**src/rtl/fp_normalize_pipe.sv**
```systemverilog
// Three-stage normalizer for an aligned two's-complement mantissa sum:
// magnitude capture, leading-one normalization, then round-to-nearest-even with exponent limits.
module fp_normalize_pipe #(
  parameter int EXP_W  = 11,
  parameter int FRAC_W = 52,
  parameter int SUM_W  = 64
) (
  input  logic              clock,
  input  logic              reset,
  input  logic              in_valid,
  output logic              in_ready,
  input  logic [EXP_W-1:0]  iexp_max,
  input  logic [SUM_W-1:0]  isum,
  output logic              out_valid,
  input  logic              out_ready,
  output logic              osign,
  output logic [EXP_W-1:0]  oexp,
  output logic [FRAC_W-1:0] ofrac,
  output logic              ozero,
  output logic              oovf,
  output logic              ounf
);

  localparam int H     = SUM_W - 5;
  localparam int POS_W = $clog2(SUM_W);
  localparam int EW    = EXP_W + 2;
  localparam int LSB   = SUM_W - 1 - FRAC_W;

  localparam logic [POS_W-1:0]     TOP_POS = POS_W'(SUM_W - 1);
  localparam logic signed [EW-1:0] H_E     = EW'(H);
  localparam logic signed [EW-1:0] E_MAX   = EW'((1 << EXP_W) - 1);

  logic s1_valid;
  logic s2_valid;
  logic s3_valid;
  logic s1_load;
  logic s2_load;
  logic s3_load;

  // A stage may load whenever it is empty or its contents move on this cycle.
  assign s3_load   = !s3_valid || out_ready;
  assign s2_load   = !s2_valid || s3_load;
  assign s1_load   = !s1_valid || s2_load;
  assign in_ready  = s1_load;
  assign out_valid = s3_valid;

  logic              s1_sign;
  logic [SUM_W-1:0]  s1_mag;
  logic [EXP_W-1:0]  s1_exp;
  logic [SUM_W-1:0]  in_mag;

  assign in_mag = isum[SUM_W-1] ? -isum : isum;

  always_ff @(posedge clock or posedge reset) begin
    if (reset) begin
      s1_valid <= 1'b0;
      s1_sign  <= 1'b0;
      s1_mag   <= '0;
      s1_exp   <= '0;
    end else if (s1_load) begin
      s1_valid <= in_valid;
      if (in_valid) begin
        s1_sign <= isum[SUM_W-1];
        s1_mag  <= in_mag;
        s1_exp  <= iexp_max;
      end
    end
  end

  logic [POS_W-1:0]     lead_pos;
  logic [POS_W-1:0]     shift_amt;
  logic [SUM_W-1:0]     norm;
  logic signed [EW-1:0] exp_adj;

  always_comb begin
    lead_pos = '0;
    for (int i = 0; i < SUM_W; i++) begin
      if (s1_mag[i]) lead_pos = POS_W'(i);
    end
  end

  assign shift_amt = TOP_POS - lead_pos;
  assign norm      = s1_mag << shift_amt;
  assign exp_adj   = $signed({{(EW-EXP_W){1'b0}}, s1_exp})
                   + $signed({{(EW-POS_W){1'b0}}, lead_pos}) - H_E;

  logic                 s2_sign;
  logic [SUM_W-2:0]     s2_norm;
  logic signed [EW-1:0] s2_exp;
  logic                 s2_zero;

  // After normalization the top bit is set for every nonzero magnitude, so it doubles as the zero test.
  always_ff @(posedge clock or posedge reset) begin
    if (reset) begin
      s2_valid <= 1'b0;
      s2_sign  <= 1'b0;
      s2_norm  <= '0;
      s2_exp   <= '0;
      s2_zero  <= 1'b0;
    end else if (s2_load) begin
      s2_valid <= s1_valid;
      if (s1_valid) begin
        s2_sign <= s1_sign;
        s2_norm <= norm[SUM_W-2:0];
        s2_exp  <= exp_adj;
        s2_zero <= !norm[SUM_W-1];
      end
    end
  end

  logic                 rnd_lsb;
  logic                 rnd_guard;
  logic                 rnd_sticky;
  logic                 round_up;
  logic                 carry;
  logic [FRAC_W-1:0]    frac_rnd;
  logic signed [EW-1:0] exp_fin;

  assign rnd_lsb    = s2_norm[LSB];
  assign rnd_guard  = s2_norm[LSB-1];
  assign rnd_sticky = |s2_norm[LSB-2:0];
  assign round_up   = rnd_guard && (rnd_sticky || rnd_lsb);

  assign {carry, frac_rnd} = {1'b0, s2_norm[SUM_W-2:LSB]} + {{FRAC_W{1'b0}}, round_up};
  assign exp_fin = s2_exp + $signed({{(EW-1){1'b0}}, carry});

  logic              nx_sign;
  logic [EXP_W-1:0]  nx_exp;
  logic [FRAC_W-1:0] nx_frac;
  logic              nx_zero;
  logic              nx_ovf;
  logic              nx_unf;

  // Limit checks use the exponent after any rounding carry has been folded in.
  always_comb begin
    nx_sign = s2_sign;
    nx_exp  = exp_fin[EXP_W-1:0];
    nx_frac = frac_rnd;
    nx_zero = 1'b0;
    nx_ovf  = 1'b0;
    nx_unf  = 1'b0;
    if (s2_zero) begin
      nx_sign = 1'b0;
      nx_exp  = '0;
      nx_frac = '0;
      nx_zero = 1'b1;
    end else if (exp_fin >= E_MAX) begin
      nx_exp  = '1;
      nx_frac = '0;
      nx_ovf  = 1'b1;
    end else if (exp_fin[EW-1] || (exp_fin == '0)) begin
      nx_exp  = '0;
      nx_frac = '0;
      nx_zero = 1'b1;
      nx_unf  = 1'b1;
    end
  end

  always_ff @(posedge clock or posedge reset) begin
    if (reset) begin
      s3_valid <= 1'b0;
      osign    <= 1'b0;
      oexp     <= '0;
      ofrac    <= '0;
      ozero    <= 1'b0;
      oovf     <= 1'b0;
      ounf     <= 1'b0;
    end else if (s3_load) begin
      s3_valid <= s2_valid;
      if (s2_valid) begin
        osign <= nx_sign;
        oexp  <= nx_exp;
        ofrac <= nx_frac;
        ozero <= nx_zero;
        oovf  <= nx_ovf;
        ounf  <= nx_unf;
      end
    end
  end

endmodule

```
**config.mk**
```make
export PLATFORM = sky130hd
export DESIGN_NAME = fp_normalize_pipe
export DESIGN_NICKNAME = d
export VERILOG_FILES = /design/src/rtl/fp_normalize_pipe.sv
export SDC_FILE = /design/constraint.sdc
export NUM_CORES = 1
export LEC_CHECK = 0
export CAP_MARGIN = 10
export CORE_AREA = 2 2 238 146
export CTS_BUF_LIST = sky130_fd_sc_hd__clkbuf_16
export DETAILED_ROUTE_END_ITERATION = 12
export DIE_AREA = 0 0 240 148
export MAX_ROUTING_LAYER = met4
export PLACE_DENSITY = 0.66
export SLEW_MARGIN = 20
export SYNTH_ARGS = -nofsm -noshare
export SYNTH_HDL_FRONTEND = slang
export SYNTH_SLANG_ARGS = --single-unit
```
**constraint.sdc**
```tcl
create_clock -name clock -period 8.3 [get_ports clock]
set_input_delay 1.66 -clock clock [delete_from_list [all_inputs] [get_ports clock]]
set_output_delay 1.66 -clock clock [all_outputs]
set_load 0.02 [all_outputs]
```
==> flow_summary.toml <==
[floorplanning]
num_rows = 52
dieArea_sq_um = 35500
chipWidth_um = 240
pin_count = 148
core_area_sq_um = 33300
start_util_pct = 47.5
die_h_um = 148

[global_route]
gr-total-overflow = 0
grt_antenna_before_repair = 1
grt_pass1_vias = 14500
grt_pass1_wl_um = 84400
grt_max_degree = 119
grt_usage_pct = 31.0

[synth]
syn_area_sq_um = 15800
yosysTopAreaCell = "dfrtp_1"
synth_cell_types = 75
synth_enable_flop_cells = 0
syn_inst = 1917
ys_ff_latch = 224
ys_warn_count = 0
ys_seq_area_share_pct = 35.4
yosysMostFrequentCell = "nand2_1"
syn_nets = 2019
synth_area_leaders = "dfrtp_1 (35%), mux2i_1 (7.3%), nand2_1 (7.1%), o21ai_0 (7.0%), xor2_1 (4.8%)"
syn_area_per_cell_sq_um = 8.26
ys_top_cells_by_count = "nand2_1 (299), dfrtp_1 (224), o21ai_0 (221), mux2i_1 (115), nor2_1 (105)"
synth_top_area_share_pct = 35.4
synth_ff_type = "dfrtp_1"
synth-async-reset-ratio_pct = 100

[sta]
slew_viol_final = 0
setup_violations = 0
min_period_ps = 6230
max_clock_freq_mhz = 161
maxSlewHeadroom_pct = 28.3
hold_viol_final = 0
fin_skew_ps = 13.8
rsz0062_at_grt = "false"
whs_ps = 472
tns_ps = 0
finalCritPeriodShare_pct = 75.0
worst_pin_slew_ps = 1080

[clock_tree]
htreeDepth = 1
path_clk_slew_ps = 70
clkSinkCount = 224
cts_root_buf = "clkbuf_16"
cts_setup_buffers = 0
cts.repair.resized = 0
tritoncts = "built"
tritoncts.num_buffers = 23
cts_hold_buf = 0
clock_latency_ps = 550
clock_path_buffers = 3

[setup_path]
crit_chain = "and2_1 > ha_1 > and3_1 > nand3_1 > nor3_1 > and3_1 > nand2_1 > nor3_1 > and3_1 > ha_1 > ha_1 > nand2_1 > nor2_1 > nand3_1 > xnor2_1 > or4_1 > o21ai_0 > nor3_1 > buf_4 > nand2_1 > buf_4 > o21ai_0"
path_buf_inv = 2
end_kind = "flop"
crit_arrival_ps = 6630
crit_type = "reg2reg"
max_stage_delay_ps = 530
required_ps = 8710
worstPathMaxFanout = 51
cp_top_family = "simple AND/OR/NAND/NOR gates"
cp_slowest_cell = "nor3_1"
worstSetupStartpointType = "flop"

[final_layout]
syn_to_final_growth_pct = 16.0
final-instance-count-excl-fill = 2462
drive_gt1_share_pct = 5.45
fin_nets = 2092

[status]
outcome = "finished, final reports clean"

[route]
routed_via_density = 6.27
vias = 15400
first_pass_iters = 5
ant_nets = 0
drc_errors = 0
finalWirelength_um = 53100
drt-wirelength-per-cell_um = 21.6
first_iter_violations = 1942

[min_path]
min_path_type = "reg2reg"

[power]
power_density_nw_per_um2 = 304
ir_worst_vdd_v = 0.000184
p_leak_nw = 7.51

[placement]
dp.cells = 2424
io_buffers = 147
dp_hpwl_um = 39600
gp_congestion = 0.991

[run]
max-cap-violations = 0
-- tightest hold or removal path: cells and delay by family, from the launching register on --
kind / cells / cell delay, ps
AND/OR/NAND/NOR: 2 / 100
flip-flops: 1 / 340
-- cells by family (layout without fill, tap and decap cells) --
family	count (synthesis)	in the layout	synth area share [%]
and+or+nand+nor	684	684	19.9
DFF	224	224	35.4
AOI/OAI and AO/OA	549	549	22.5
muxes	137	137	8.84
buffers and inverters	170	254	4.26
xor gates and xnor gates	130	130	7.19
other	0	2	0
adders and majority gates	23	23	1.87
-- power breakdown --
part | internal (mW) | leakage [nW] | switching (mW)
Clock | 0.596 | 0.361 | 0.455
Sequential | 1.47 | 2.79 | 0.439
Combinational | 1.04 | 4.36 | 1.58
-- layout make-up --
cell class	count	area, sq um
clock inverters	13	151
clock buffers	23	576
inverters	47	184
repair buffers	171	1650
flip-flops and latches	224	5610
well taps	459	574
fillers	3128	14900
diodes	2	5.00
multi-input cells	1523	9620
-- per-layer routing --
metal,up-vias,global-route usage [%],part of all wire [%]
met3,60,7.84,9.9
met2,685,42.0,41
li1,7143,-,-
met5,-,-,0
met4,0,4.16,1.2
met1,7548,47.0,48
-- cells in the final DEF, fill, tap and decap left out, types with 8 or more instances in the layout --
cell	netlist	routed
mux2i_1	115	115
o21ai_1	9	9
clkdlybuf4s50_1	0	146
ha_1	22	22
nand2_1	299	296
nor2b_1	8	8
and3_1	13	13
nand4_1	23	23
mux2_2	22	22
a22oi_1	18	18
nand2b_1	13	13
xnor2_1	43	43
or3_1	13	13
or4_1	10	10
a221o_1	12	12
buf_4	0	23
nor4_1	24	24
nor2_1	105	104
o221ai_1	12	12
a211oi_1	12	12
xor2_1	87	87
o22ai_1	20	20
o211ai_1	19	19
a221oi_1	13	13
o31ai_1	23	23
o21bai_1	9	8
o41ai_1	12	12
o21ai_0	221	220
nand3_1	77	77
inv_1	45	47
a21oi_1	69	68
dfrtp_1	224	224
clkbuf_16	0	23
nor3_1	76	75
a22o_1	26	26
-- per-stage QoR --
step / power (mW) / setup slack (ps) / utilization, % / instance area (sq um)
after global routing: 5.89 / 1640 / 55.1 / 18400
after detailed placement: 4.45 / 2190 / 52.9 / 17600
after CTS: 5.52 / 2170 / 55.1 / 18400
after floorplan: 3.41 / 506 / - / 15800
after global placement: 4.43 / 2410 / 52.9 / 17600
final: 5.58 / 2070 / 55.1 / 18400
-- final timing paths --
path                                  start          end  slack, ps  cells after the start
worst max register to register  s2_norm[11]    ofrac[36]       2070                     22
max in group asynchronous             reset  s2_norm[61]       5400                      3
min in group asynchronous             reset    s1_mag[4]       1590                      2
worst min register to register   s2_norm[8]   s2_norm[8]        470                      2
worst max-delay path            s2_norm[11]    ofrac[36]       2070                     22
worst min-delay path             s2_norm[8]   s2_norm[8]        470                      2
-- registers in the layout, summed over array words and instances, names as in the netlist, 11 cells and up --
signal,cells
s1_exp,11
s2_exp,13
s2_norm,63
oexp,11
ofrac,52
s1_mag,64
No activity file was read; power rests on OpenSTA's default activity.
